### config.mk
export PLATFORM = sky130hd
export DESIGN_NAME = dc_vlc_encoder
export DESIGN_NICKNAME = d
export VERILOG_FILES = /design/src/rtl/dc_vlc_encoder.sv
export SDC_FILE = /design/constraint.sdc
export NUM_CORES = 1
export LEC_CHECK = 0
export ABC_CLOCK_PERIOD_IN_PS = 4300
export CORE_ASPECT_RATIO = 0.7
export CORE_MARGIN = 1
export CORE_UTILIZATION = 45
export CTS_BUF_LIST = sky130_fd_sc_hd__clkbuf_8
export CTS_CLUSTER_SIZE = 40
export DETAILED_ROUTE_END_ITERATION = 6
export PLACE_DENSITY = 0.69
export SLEW_MARGIN = 20
export SYNTH_ARGS = -nofsm -noshare
export SYNTH_HDL_FRONTEND = slang
export SYNTH_SLANG_ARGS = --single-unit
### constraint.sdc
create_clock -name clock -period 4.3 [get_ports clock]
set_input_delay 0.86 -clock clock [delete_from_list [all_inputs] [get_ports clock]]
set_output_delay 0.86 -clock clock [all_outputs]
set_load 0.05 [all_outputs]
### src/rtl/dc_vlc_encoder.sv
`default_nettype none
// ============================================================================
// Module  : dc_vlc_encoder
// Purpose : Exp-Golomb coder for the per-block DC coefficients of a slice.
//           First DC at a fixed order, later DCs as sign-mapped differences.
// Revision: 1.0 - initial release
// ============================================================================
module dc_vlc_encoder #(
    parameter int DC_WIDTH = 12,
    parameter int FIRST_K  = 5
) (
    input  logic                clock,
    input  logic                reset,
    input  logic                dc_vlc_reset,
    input  logic [31:0]         block_num,
    input  logic [DC_WIDTH-1:0] dc_coeff,
    input  logic                dc_valid,
    output logic [31:0]         vlc_code,
    output logic [5:0]          vlc_len,
    output logic                vlc_valid,
    output logic                slice_done
);
    localparam int         C_UW      = DC_WIDTH + 1;
    localparam int         C_WW      = ((C_UW > FIRST_K) ? C_UW : FIRST_K) + 1;
    localparam logic [4:0] C_FIRST_K = 5'(FIRST_K);

    typedef enum logic [1:0] {
        ST_IDLE  = 2'd0,
        ST_FIRST = 2'd1,
        ST_DIFF  = 2'd2
    } state_t;

    state_t              state_q, state_d;
    logic [31:0]         blk_total_q, blk_total_d;
    logic [31:0]         blk_cnt_q, blk_cnt_d;
    logic [DC_WIDTH-1:0] prev_dc_q, prev_dc_d;
    logic [C_UW-1:0]     prev_u_q, prev_u_d;

    logic                s1_valid_q, s1_valid_d;
    logic                s1_last_q, s1_last_d;
    logic [C_UW-1:0]     s1_u_q, s1_u_d;
    logic [4:0]          s1_k_q, s1_k_d;

    logic                vlc_valid_q, vlc_valid_d;
    logic                slice_done_q, slice_done_d;
    logic [31:0]         vlc_code_q, vlc_code_d;
    logic [5:0]          vlc_len_q, vlc_len_d;

    logic                   w_abort;
    logic                   w_last;
    logic signed [C_UW-1:0] w_diff;
    logic [C_UW-1:0]        w_u;
    logic [4:0]             w_k;
    logic [C_WW-1:0]        w_eg;
    logic [4:0]             w_msb;

    // -2d-1 equals ~(2d); |d| < 2^DC_WIDTH so u always fits in C_UW bits.
    always_comb begin
        w_diff = $signed({dc_coeff[DC_WIDTH-1], dc_coeff});
        if (state_q != ST_FIRST) begin
            w_diff = w_diff - $signed({prev_dc_q[DC_WIDTH-1], prev_dc_q});
        end
        w_u = w_diff[C_UW-1] ? ~{w_diff[C_UW-2:0], 1'b0} : {w_diff[C_UW-2:0], 1'b0};

        if (state_q == ST_FIRST) begin
            w_k = C_FIRST_K;
        end else if (prev_u_q == '0) begin
            w_k = 5'd0;
        end else if (prev_u_q <= C_UW'(2)) begin
            w_k = 5'd1;
        end else if (prev_u_q <= C_UW'(6)) begin
            w_k = 5'd2;
        end else begin
            w_k = 5'd3;
        end
    end

    always_comb begin
        state_d     = state_q;
        blk_total_d = blk_total_q;
        blk_cnt_d   = blk_cnt_q;
        prev_dc_d   = prev_dc_q;
        prev_u_d    = prev_u_q;
        s1_valid_d  = 1'b0;
        s1_last_d   = s1_last_q;
        s1_u_d      = s1_u_q;
        s1_k_d      = s1_k_q;
        w_abort     = 1'b0;
        w_last      = (blk_cnt_q + 32'd1) == blk_total_q;

        case (state_q)
            ST_IDLE: begin
                if (!dc_vlc_reset && (block_num != 32'd0)) begin
                    blk_total_d = block_num;
                    blk_cnt_d   = 32'd0;
                    state_d     = ST_FIRST;
                end
            end
            ST_FIRST, ST_DIFF: begin
                if (dc_vlc_reset) begin
                    w_abort = 1'b1;
                    state_d = ST_IDLE;
                end else if (dc_valid) begin
                    s1_valid_d = 1'b1;
                    s1_last_d  = w_last;
                    s1_u_d     = w_u;
                    s1_k_d     = w_k;
                    prev_dc_d  = dc_coeff;
                    prev_u_d   = w_u;
                    blk_cnt_d  = blk_cnt_q + 32'd1;
                    state_d    = w_last ? ST_IDLE : ST_DIFF;
                end
            end
            default: state_d = ST_IDLE;
        endcase
    end

    always_comb begin
        w_eg  = C_WW'(s1_u_q) + (C_WW'(1) << s1_k_q);
        w_msb = '0;
        for (int i = 0; i < C_WW; i++) begin
            if (w_eg[i]) begin
                w_msb = 5'(i);
            end
        end
    end

    // An abort kills whatever sits in stage 1 as well as the output stage.
    always_comb begin
        vlc_valid_d  = s1_valid_q && !w_abort;
        slice_done_d = s1_valid_q && s1_last_q && !w_abort;
        vlc_code_d   = vlc_code_q;
        vlc_len_d    = vlc_len_q;
        if (s1_valid_q) begin
            vlc_code_d = 32'(w_eg);
            vlc_len_d  = {w_msb, 1'b0} + 6'd1 - {1'b0, s1_k_q};
        end
    end

    always_ff @(posedge clock or posedge reset) begin
        if (reset) begin
            state_q      <= ST_IDLE;
            blk_total_q  <= '0;
            blk_cnt_q    <= '0;
            prev_dc_q    <= '0;
            prev_u_q     <= '0;
            s1_valid_q   <= 1'b0;
            s1_last_q    <= 1'b0;
            s1_u_q       <= '0;
            s1_k_q       <= '0;
            vlc_valid_q  <= 1'b0;
            slice_done_q <= 1'b0;
            vlc_code_q   <= '0;
            vlc_len_q    <= '0;
        end else begin
            state_q      <= state_d;
            blk_total_q  <= blk_total_d;
            blk_cnt_q    <= blk_cnt_d;
            prev_dc_q    <= prev_dc_d;
            prev_u_q     <= prev_u_d;
            s1_valid_q   <= s1_valid_d;
            s1_last_q    <= s1_last_d;
            s1_u_q       <= s1_u_d;
            s1_k_q       <= s1_k_d;
            vlc_valid_q  <= vlc_valid_d;
            slice_done_q <= slice_done_d;
            vlc_code_q   <= vlc_code_d;
            vlc_len_q    <= vlc_len_d;
        end
    end

    assign vlc_code   = vlc_code_q;
    assign vlc_len    = vlc_len_q;
    assign vlc_valid  = vlc_valid_q;
    assign slice_done = slice_done_q;

endmodule
`default_nettype wire

Word-level counts from Yosys, hierarchy flattened

Index checks and enable logic that the tools add are counted.

Bits in registers: 120
Output and inout bits: 40
Word-level logic and storage cells: 78

Add/subtract/negate cells: 5
$lt $le $gt $ge: 2
Equality and inequality tests: 8
Shift operators: 1
Multiplexer cells: 33
Bitwise logic cells: 2
Reduce and logical (&&, ||, !) cells: 15

Operator list:

| kind                                                             | count |
|---|---|
| 2-to-1 mux 32 bit                                                | 3 |
| one-hot mux 32 bit (2 select lines)                              | 1 |
| 2-to-1 mux 5 bit                                                 | 12 |
| adder 32 x 1 -> 32 bit (second input constant)                   | 1 |
| == test 32 bit                                                   | 1 |
| nonzero test 32 bit                                              | 1 |
| 2-to-1 mux 13 bit                                                | 2 |
| adder 13 x 14 -> 14 bit                                          | 1 |
| << shifter 1 x 5 -> 14 bit (first input constant)                | 1 |
| less-or-equal comparator 13 x 2 -> 1 bit (second input constant) | 1 |
| less-or-equal comparator 13 x 3 -> 1 bit (second input constant) | 1 |
| zero test 13 bit                                                 | 1 |
| inverter 13 bit                                                  | 1 |
| subtractor 12 x 12 -> 13 bit                                     | 1 |
| 2-to-1 mux 2 bit                                                 | 6 |
| 2-to-1 mux 1 bit                                                 | 7 |
| adder 6 x 1 -> 6 bit (second input constant)                     | 1 |
| inequality test 2 bit (second input constant)                    | 3 |
| subtractor 6 x 5 -> 6 bit                                        | 1 |
| logical AND 1 bit                                                | 4 |
| one-hot mux 2 bit (2 select lines)                               | 1 |
| AND reduction 2 bit                                              | 2 |
| AND reduction 4 bit                                              | 1 |
| 2-to-1 mux 3 bit                                                 | 1 |
| 10 further kinds                                                 | 11 |

Depth between registers and ports, before layout

Gate-level depths: netlist (run 1).

Word-level depth: 17
Mapped depth: 19
Mapped depth without buffers: 18

Worst setup path before layout (run 1)

OpenSTA, ideal clock, no wires.

Kind: register to register
From: reg s1_k_q[0]
To: reg vlc_len_q[5] (netlist: vlc_len[5])
Setup time: 0.125 ns
Arrival time: 3.851 ns
Required time: 4.175 ns
Setup slack: 0.324 ns
Cell stages (with the launch flop): 18
Path buffers: 1
Period minus slack after synthesis: 3.976 ns
Path through: dfrtp_1 > clkbuf_1 > nor3_1 > ha_1 > fa_1 > a211oi_1 > o21bai_1 > a21oi_1 > a21oi_1 > xor2_1 > a311o_1 > a311oi_1 > ha_1 > ha_1 > a21o_1 > a21oi_1 > xnor2_1 > mux2_2

Cells in the longest elaborated chain, start to end: 17

RTL lines:

| what                           | RTL line | source |
|---|---|---|
| start: declaration             | 42       | `logic [4:0] s1_k_q, s1_k_d;` |
| start signal: assignment       | 164      | `s1_k_q <= s1_k_d;` |
| << shifter 1 x 5 -> 14 bit     | 119      | `w_eg = C_WW'(s1_u_q) + (C_WW'(1) << s1_k_q);` |
| adder 13 x 14 -> 14 bit        | 119      |  |
| 2-to-1 mux 1 bit               | 122      | `if (w_eg[i]) begin` |
| 2-to-1 mux 5 bit (12 in a row) | 122      |  |
| adder 6 x 1 -> 6 bit           | 136      | `vlc_len_d = {w_msb, 1'b0} + 6'd1 - {1'b0, s1_k_q};` |
| subtractor 6 x 5 -> 6 bit *    | 136      |  |
| end signal: assignment         | 168      | `vlc_len_q <= vlc_len_d;` |
| end: declaration               | 47       | `logic [5:0] vlc_len_q, vlc_len_d;` |

Every way passes the cells marked *; elsewhere a longest branch is shown, timed or not.
A chain may end at the register's enable or synchronous reset.

Worst setup path after layout (run 1)

From: reg s1_k_q[0]
To: reg vlc_len_q[4] (netlist: vlc_len[4])

The elaborated chain is that of the path after synthesis.

==> results of run 1 <==
[final cells by class]
type / count / area (sq um) / area share (%)
repair buffers: 79 / 791 / 8.58
well taps: 231 / 289 / 3.14
clock buffers: 19 / 262 / 2.84
multi-input cells: 654 / 4580 / 49.7
inverters: 36 / 138 / 1.49
flip-flops and latches: 118 / 2950 / 32.1
clock inverters: 13 / 204 / 2.21
[state kept, by name, summed over array words and instances, names as in the netlist]
register	cells
slice_done	1
s1_u_q	13
vlc_code	14
vlc_len	6
s1_valid_q	1
prev_dc_q	12
s1_k_q	3
blk_total_q	32
blk_cnt_q	32
vlc_valid	1
state_q	2
s1_last_q	1
[report_power, final]
part / internal (mW) / leakage [nW] / switching, mW
Combinational: 1.56 / 2.09 / 2.01
Sequential: 1.50 / 1.49 / 0.420
Clock: 0.718 / 0.223 / 0.471
[metrics by stage]
| stage | worst slack [ns] | util (%) | area (sq um) | std cells | hold WS, ns |
|---|---|---|---|---|---|
| 2_1_floorplan | 0.311 | - | 7960 | 866 | 0.447 |
| 3_3_place_gp | 0.226 | 50.8 | 8720 | 1118 | 0.462 |
| 3_5_place_dp | 0.103 | 50.8 | 8720 | 1118 | 0.481 |
| 4_1_cts | 0.0908 | 53.5 | 9180 | 1150 | 0.496 |
| 5_1_grt | 0.00768 | 53.7 | 9220 | 1150 | 0.520 |
| 6_report | 0.284 | 53.7 | 9220 | 1150 | 0.488 |
[synthesized netlist by cell type (12+ instances only)]
cell      number
nand3_1       18
nand2_1       72
clkbuf_1      26
ha_1          29
dfrtp_1      118
nor2_1        40
o21ai_0       68
xor2_1        20
buf_4         26
nand4_1       18
mux2_2        47
and2_1        25
o31ai_1       28
a21oi_1       42
nor3_1        15
xnor2_1       45
inv_1         36
nor4_1        12
[metal layers]
| metal | routed length [microns] | up-vias | share of wire [%] | global-route usage [%] |
|---|---|---|---|---|
| met5 | 0 | - | 0 | 0 |
| met4 | 162 | 0 | 0.85 | 6.03 |
| met3 | 1320 | 15 | 7.0 | 4.47 |
| met2 | 6990 | 247 | 37 | 27.4 |
| met1 | 10500 | 3076 | 55 | 36.3 |
| li1 | - | 3147 | - | - |
[cell families (layout without fill, tap and decap cells)]
kind of cell,Yosys count,in the layout,share of synthesized area [%]
AND/OR/NAND/NOR,270,270,19.1
other,1,18,0.0475
adder cells (fa/ha/maj),32,32,5.36
flip-flops,118,118,37.4
multiplexers,54,54,7.59
AO/OA/AOI/OAI,214,214,17.3
buffers and inverters,94,147,5.82
XOR/XNOR,66,66,7.42
[worst min path at each step]
stage,slack [ns],end,startpoint
after detailed placement,0.48,s1_last_q$_DFFE_PP0P_,s1_last_q$_DFFE_PP0P_
after CTS,0.50,s1_last_q$_DFFE_PP0P_,s1_last_q$_DFFE_PP0P_
final,0.49,s1_last_q$_DFFE_PP0P_,s1_last_q$_DFFE_PP0P_
after global routing,0.52,s1_last_q$_DFFE_PP0P_,s1_last_q$_DFFE_PP0P_
after floorplan,0.45,s1_last_q$_DFFE_PP0P_,s1_last_q$_DFFE_PP0P_
after global placement,0.46,s1_last_q$_DFFE_PP0P_,s1_last_q$_DFFE_PP0P_
[worst max-delay path, stage by stage (launching register included)]
cell,delay (ns)
dfrtp_2,0.44
nor3_1,0.08
ha_1,0.22
fa_2,0.40
a211oi_1,0.25
o21bai_1,0.12
a21oi_2,0.24
a21oi_2,0.15
xor2_1,0.19
a311o_1,0.35
a311oi_1,0.29
ha_1,0.16
ha_1,0.16
inv_1,0.05
fa_1,0.39
xnor2_1,0.15
mux2_2,0.26
==> results by group, run 1 <==
Setup path
  • R2R Path Start: s1_k_q[0]$_DFFE_PP0P_
  • CP Capture Type: flip-flop
  • Reg2Reg Setup Slack: about 0.28 ns
  • Worst Setup Path Type: flip-flop to flip-flop
  • RR Endpoint: vlc_len[4]$_DFFE_PP0P_
  • Critical Path Sink: vlc_len[4]$_DFFE_PP0P_
  • Arrival time worst endpoint: 4.34 ns
  • CP required: 4.62 ns
  • Reg2Reg Depth: 16
  • Crit path max fanout: 9
  • CP startpoint: s1_k_q[0]$_DFFE_PP0P_
  • Startpoint types: flip-flop

Finish
  • Ratio of cells with drive above 1 in the final layout: 12.8%
  • ANT cells: 0
  • Area Growth Syn to Fin: 16.7%
  • Final #Nets: 986
  • Leading cell type in the layout, fill and taps excluded: dfrtp_1
  • Most frequent cells in the layout: dfrtp_1, nand2_1, clkdlybuf4s50_1, o21ai_0, mux2_2
  • Fillers: 1,541

Power
  • Max VDD drop: roughly 0.35 mV
  • Overall power: 6.67 mW
  • Leakage: 3.80 nW
  • Total power per unit cell area: 724 mW/mm^2

Logic synthesis
  • Post-synth top flop: dfrtp_1
  • Count of warnings emitted by yosys: 0
  • Async S/R FF share, synth: between 90% and 100%
  • Post-synth EDFFs: 0
  • Synth cell types: 73
  • Number of synthesized register bits: 118
  • Synthesized area: 0.00790 sq mm
  • Register area share after synthesis: ~37%
  • Mapped Cells: ~850
  • Top cell type's share of synthesized area: 37.4%
  • Most area-consuming cells after synthesis: dfrtp_1, mux2_2, xnor2_1
  • Post-synth top area cell: dfrtp_1
  • Synth Area per Inst: 9.30 sq um

Place
  • # port buffers: slightly below 70
  • Post-DP HPWL: 14,000 microns
  • RePlAce Congestion: just over 0.9

Floorplan
  • Die Span X: 160 microns
  • Die H: around 110 microns
  • Core area: about 0.017 sq mm
  • Initial Util: 46.0%
  • Die area: 0.0181 sq mm
  • Top-level I/O count: 88
  • FP Rows: 40

Global route
  • Global-route wire length before repair: just over 30,000 microns
  • Gr ovfl total: 0
  • Vias in the first global route: 5,824
  • Initial antenna violation count: 0
  • GRT Total Usage: between 20% and 30%
  • Pin count of the biggest net entering global routing: 62

Drt
  • Average via count per standard cell: 5.64
  • Post-detailed-route count of antenna-violating nets: 0
  • TritonRoute pass-1 iters: 5
  • WL final: 19,000 microns
  • Wirelength per Cell: 16.5 microns
  • DR iter-0 viols: 506
  • DR DRC count: 0
  • Routed via count: about 6,500

STA
  • Final setup fails: 0
  • Final Cycle Share: 93.4%
  • Setup TNS: 0 ns
  • Worst-Margin Slew: 1.04 ns
  • Hold Violations, Final: 0
  • Max Slew Vio Count: 0
  • Max Clk Rate: 0.249 GHz
  • Slew margin rel.: 30.6%
  • RSZ-0062 raised after global routing: false
  • Setup Skew: 0.0130 ns
  • Final min period: 4.02 ns

Clock network
  • Hold buffer count at CTS: 0
  • CTS tree: done
  • Clock Latency Late Sink: 0.44 ns
  • Worst-path clk slew: about 0.07 ns
  • # H-tree levels: 4
  • Bufs on Longest Clock Path: 2
  • CTS Sinks: 118
  • Root Buffer: clkbuf_8
  • Post-CTS Setup Bufs: 0
  • Cts repair resizes: 0
  • CTS buffer count: 17

Run
  • Max Cap Viol: 0

Min path
  • Hold Path Class: flip-flop to flip-flop
  • Min-Delay Path Depth: 2

Outcome
  • Status: finished, final reports clean
Power figures use the tool's default switching activity.
==> inputs of run 2 (changes only) <==
--- a/config.mk
+++ b/config.mk
@@ -5,7 +5,7 @@
 export SDC_FILE = /design/constraint.sdc
 export NUM_CORES = 1
 export LEC_CHECK = 0
-export ABC_CLOCK_PERIOD_IN_PS = 4300
+export ABC_CLOCK_PERIOD_IN_PS = 3600
 export CORE_ASPECT_RATIO = 0.7
 export CORE_MARGIN = 1
 export CORE_UTILIZATION = 45
==> constraint.sdc (replaced) <==
create_clock -name clock -period 3.6 [get_ports clock]
set_input_delay 0.72 -clock clock [delete_from_list [all_inputs] [get_ports clock]]
set_output_delay 0.72 -clock clock [all_outputs]
set_load 0.05 [all_outputs]
==> results by group, run 2 (synthesis gave the netlist of run 1 again) <==
Floorplan
  • Top-level I/O count: 88
  • Die area: 0.0181 sq mm
  • Core area: 0.0172 sq mm
  • FP Rows: 40
  • Die H: 113 microns
  • Die Span X: 160 microns
  • Initial Util: 46.0%

Global route
  • Vias in the first global route: approximately 6,000
  • Initial antenna violation count: 0
  • Global-route wire length before repair: 32,100 microns
  • Gr ovfl total: 0
  • GRT Total Usage: 22.7%
  • Pin count of the biggest net entering global routing: 77

Setup path
  • CP peak stage delay: 0.45 ns
  • Worst Setup Path Type: flip-flop to flip-flop
  • Crit path max fanout: 6
  • CP Capture Type: flip-flop
  • R2R Path Start: s1_k_q[0]$_DFFE_PP0P_
  • Buf/Inv on CP: 2
  • Reg2Reg Depth: 16
  • Arrival time worst endpoint: 4.15 ns
  • Startpoint types: flip-flop
  • CP required: 3.93 ns
  • RR Endpoint: vlc_len[4]$_DFFE_PP0P_
  • Top delay family on crit path: compound AO/OA/AOI/OAI gates
  • Crit path max-delay cell type: dfrtp_2
  • Critical path, cell by cell: nor3b_4 -> buf_4 -> fa_2 -> a211oi_2 -> o21bai_1 -> a21oi_2 -> a21oi_2 -> xor2_1 -> a311o_1 -> a311oi_2 -> ha_2 -> ha_4 -> inv_1 -> fa_2 -> xnor2_1 -> mux2_4
  • Reg2Reg Setup Slack: -0.22 ns

Drt
  • WL final: approximately 20,000 microns
  • TritonRoute pass-1 iters: 5
  • DR iter-0 viols: 555
  • Average via count per standard cell: ~5.6
  • DR DRC count: 0
  • Wirelength per Cell: 16.5 microns
  • Post-detailed-route count of antenna-violating nets: 0
  • Routed via count: 6,707

Clock network
  • CTS Sinks: 118
  • Hold buffer count at CTS: 0
  • CTS tree: done
  • Root Buffer: clkbuf_8
  • Bufs on Longest Clock Path: 2
  • # H-tree levels: 4
  • CTS buffer count: 17
  • Worst-path clk slew: 0.08 ns
  • Clock Latency Late Sink: 0.45 ns

Finish
  • ANT cells: 0
  • Final #Nets: ~1,000
  • Most frequent cells in the layout: dfrtp_1, nand2_1, clkdlybuf4s50_1, o21ai_0, buf_4
  • Post-layout util: 56.6%
  • Final Non-Filler Cells: 1,205
  • Leading cell type in the layout, fill and taps excluded: dfrtp_1
  • Ratio of cells with drive above 1 in the final layout: between 20 and 25%
  • Area Growth Syn to Fin: 23.1%
  • Fillers: 1,535

Place
  • RePlAce Congestion: 0.926
  • # port buffers: 69
  • Placed insts: 1,164
  • Post-DP HPWL: 14,500 microns

STA
  • Setup ws final: -0.216 ns
  • Final min period: roughly 3.8 ns
  • Hold Violations, Final: 0
  • Worst-Margin Slew: 0.619 ns
  • Max Clk Rate: 0.262 GHz
  • RSZ-0062 raised after global routing: true
  • Final Cycle Share: 106%
  • Hold_ws: a little over 0.5 ns
  • Slew margin rel.: about three fifths
  • Max Slew Vio Count: 0
  • Setup Skew: 0.0199 ns
  • Final setup fails: 3

Min path
  • Hold Path Class: flip-flop to flip-flop
  • Min-Delay Path Depth: 2
  • Worst Hold End: prev_dc_q[0]$_DFFE_PP0P_
  • Hold path startpoint: prev_dc_q[0]$_DFFE_PP0P_

Power
  • Max VDD drop: ~0.47 mV
  • Leakage: approximately 4.0 nW
  • Clock power frac: 14.2%
  • Sequential share of power: 27.2%
  • Net switching power: approximately 3.7 mW
  • Total power per unit cell area: 870 mW/mm^2
  • Pint: about 4.7 mW
  • Combinational share of power: 58.6%
  • Sw Share: 44.1%

Outcome
  • Status: complete, but fails checks
  • Failing checks: negative setup slack

Run
  • Max Cap Viol: 0
run 2: changes by cell type in the layout (fill, tap and decap cells not counted), sizes merged:
cell,change
clkinv,+3
buf,+55
bufinv,-4
clkinvlp,+3
inv,-2
run 2: stage by stage:
step	TNS (ns)	cell area [sq um]	total power, mW	worst slack, ns
final	-0.614	9720	8.45	-0.216
after global routing	-1.27	9720	9.07	-0.426
after CTS	-0.360	9550	8.19	-0.134
after detailed placement	-1.83	9100	6.86	-0.261
after floorplan	0	8010	5.42	0.000300
after global placement	-1.21	9100	6.78	-0.220
run 2: how the worst max path moves through the flow:
stage,start,to,slack [ns],cells past startpoint
2_1_floorplan,s1_k_q[0]$_DFFE_PP0P_,vlc_len[5]$_DFFE_PP0P_,0.0003,17
3_3_place_gp,dc_coeff[0],s1_u_q[7]$_DFFE_PP0P_,-0.22,12
3_5_place_dp,dc_coeff[0],s1_u_q[6]$_DFFE_PP0P_,-0.26,12
4_1_cts,s1_k_q[0]$_DFFE_PP0P_,vlc_len[5]$_DFFE_PP0P_,-0.13,16
5_1_grt,s1_k_q[0]$_DFFE_PP0P_,vlc_len[4]$_DFFE_PP0P_,-0.43,18
6_report,s1_k_q[0]$_DFFE_PP0P_,vlc_len[4]$_DFFE_PP0P_,-0.22,16
run 2: routing by layer:
metal  share of wire (%)  vias up  wire length [microns]  GRT usage, %
li1                    -     3260                      -             -
met1                  55     3209                  10800          38.1
met2                  37      223                   7380          27.9
met3                 7.3       15                   1450          4.95
met4                0.81        0                    160          5.52
met5                   0        -                      0             0
run 2: worst min-delay path: stages, from the launching register on:
cell     delay (ns)
dfrtp_1        0.36
nand2_1        0.05
o21ai_0        0.06
run 2: power groups by stage:
| stage | clock, mW | sequential [mW] | combinational, mW |
|---|---|---|---|
| final | 1.20 | 2.30 | 4.95 |
| after global routing | 1.27 | 2.36 | 5.44 |
| after detailed placement | 0 | 2.29 | 4.58 |
| after floorplan | 0 | 2.46 | 2.96 |
| after global placement | 0 | 2.27 | 4.51 |
| after CTS | 1.22 | 2.27 | 4.70 |
run 2: final cells by class:
cell class	count	area (sq um)	area share, %
clock inverters	13	124	1.27
multi-input cells	654	4730	48.7
flip-flops and latches	118	2960	30.4
repair buffers	134	1210	12.4
clock buffers	19	262	2.69
inverters	36	143	1.47
well taps	231	289	2.97
run 2: timing repair:
action / CTS / global route
setup buffers: 3 / 6
setup endpoints to repair: 3 / 5
pin swaps: 2 / 18
gates resized for setup: 8 / 23
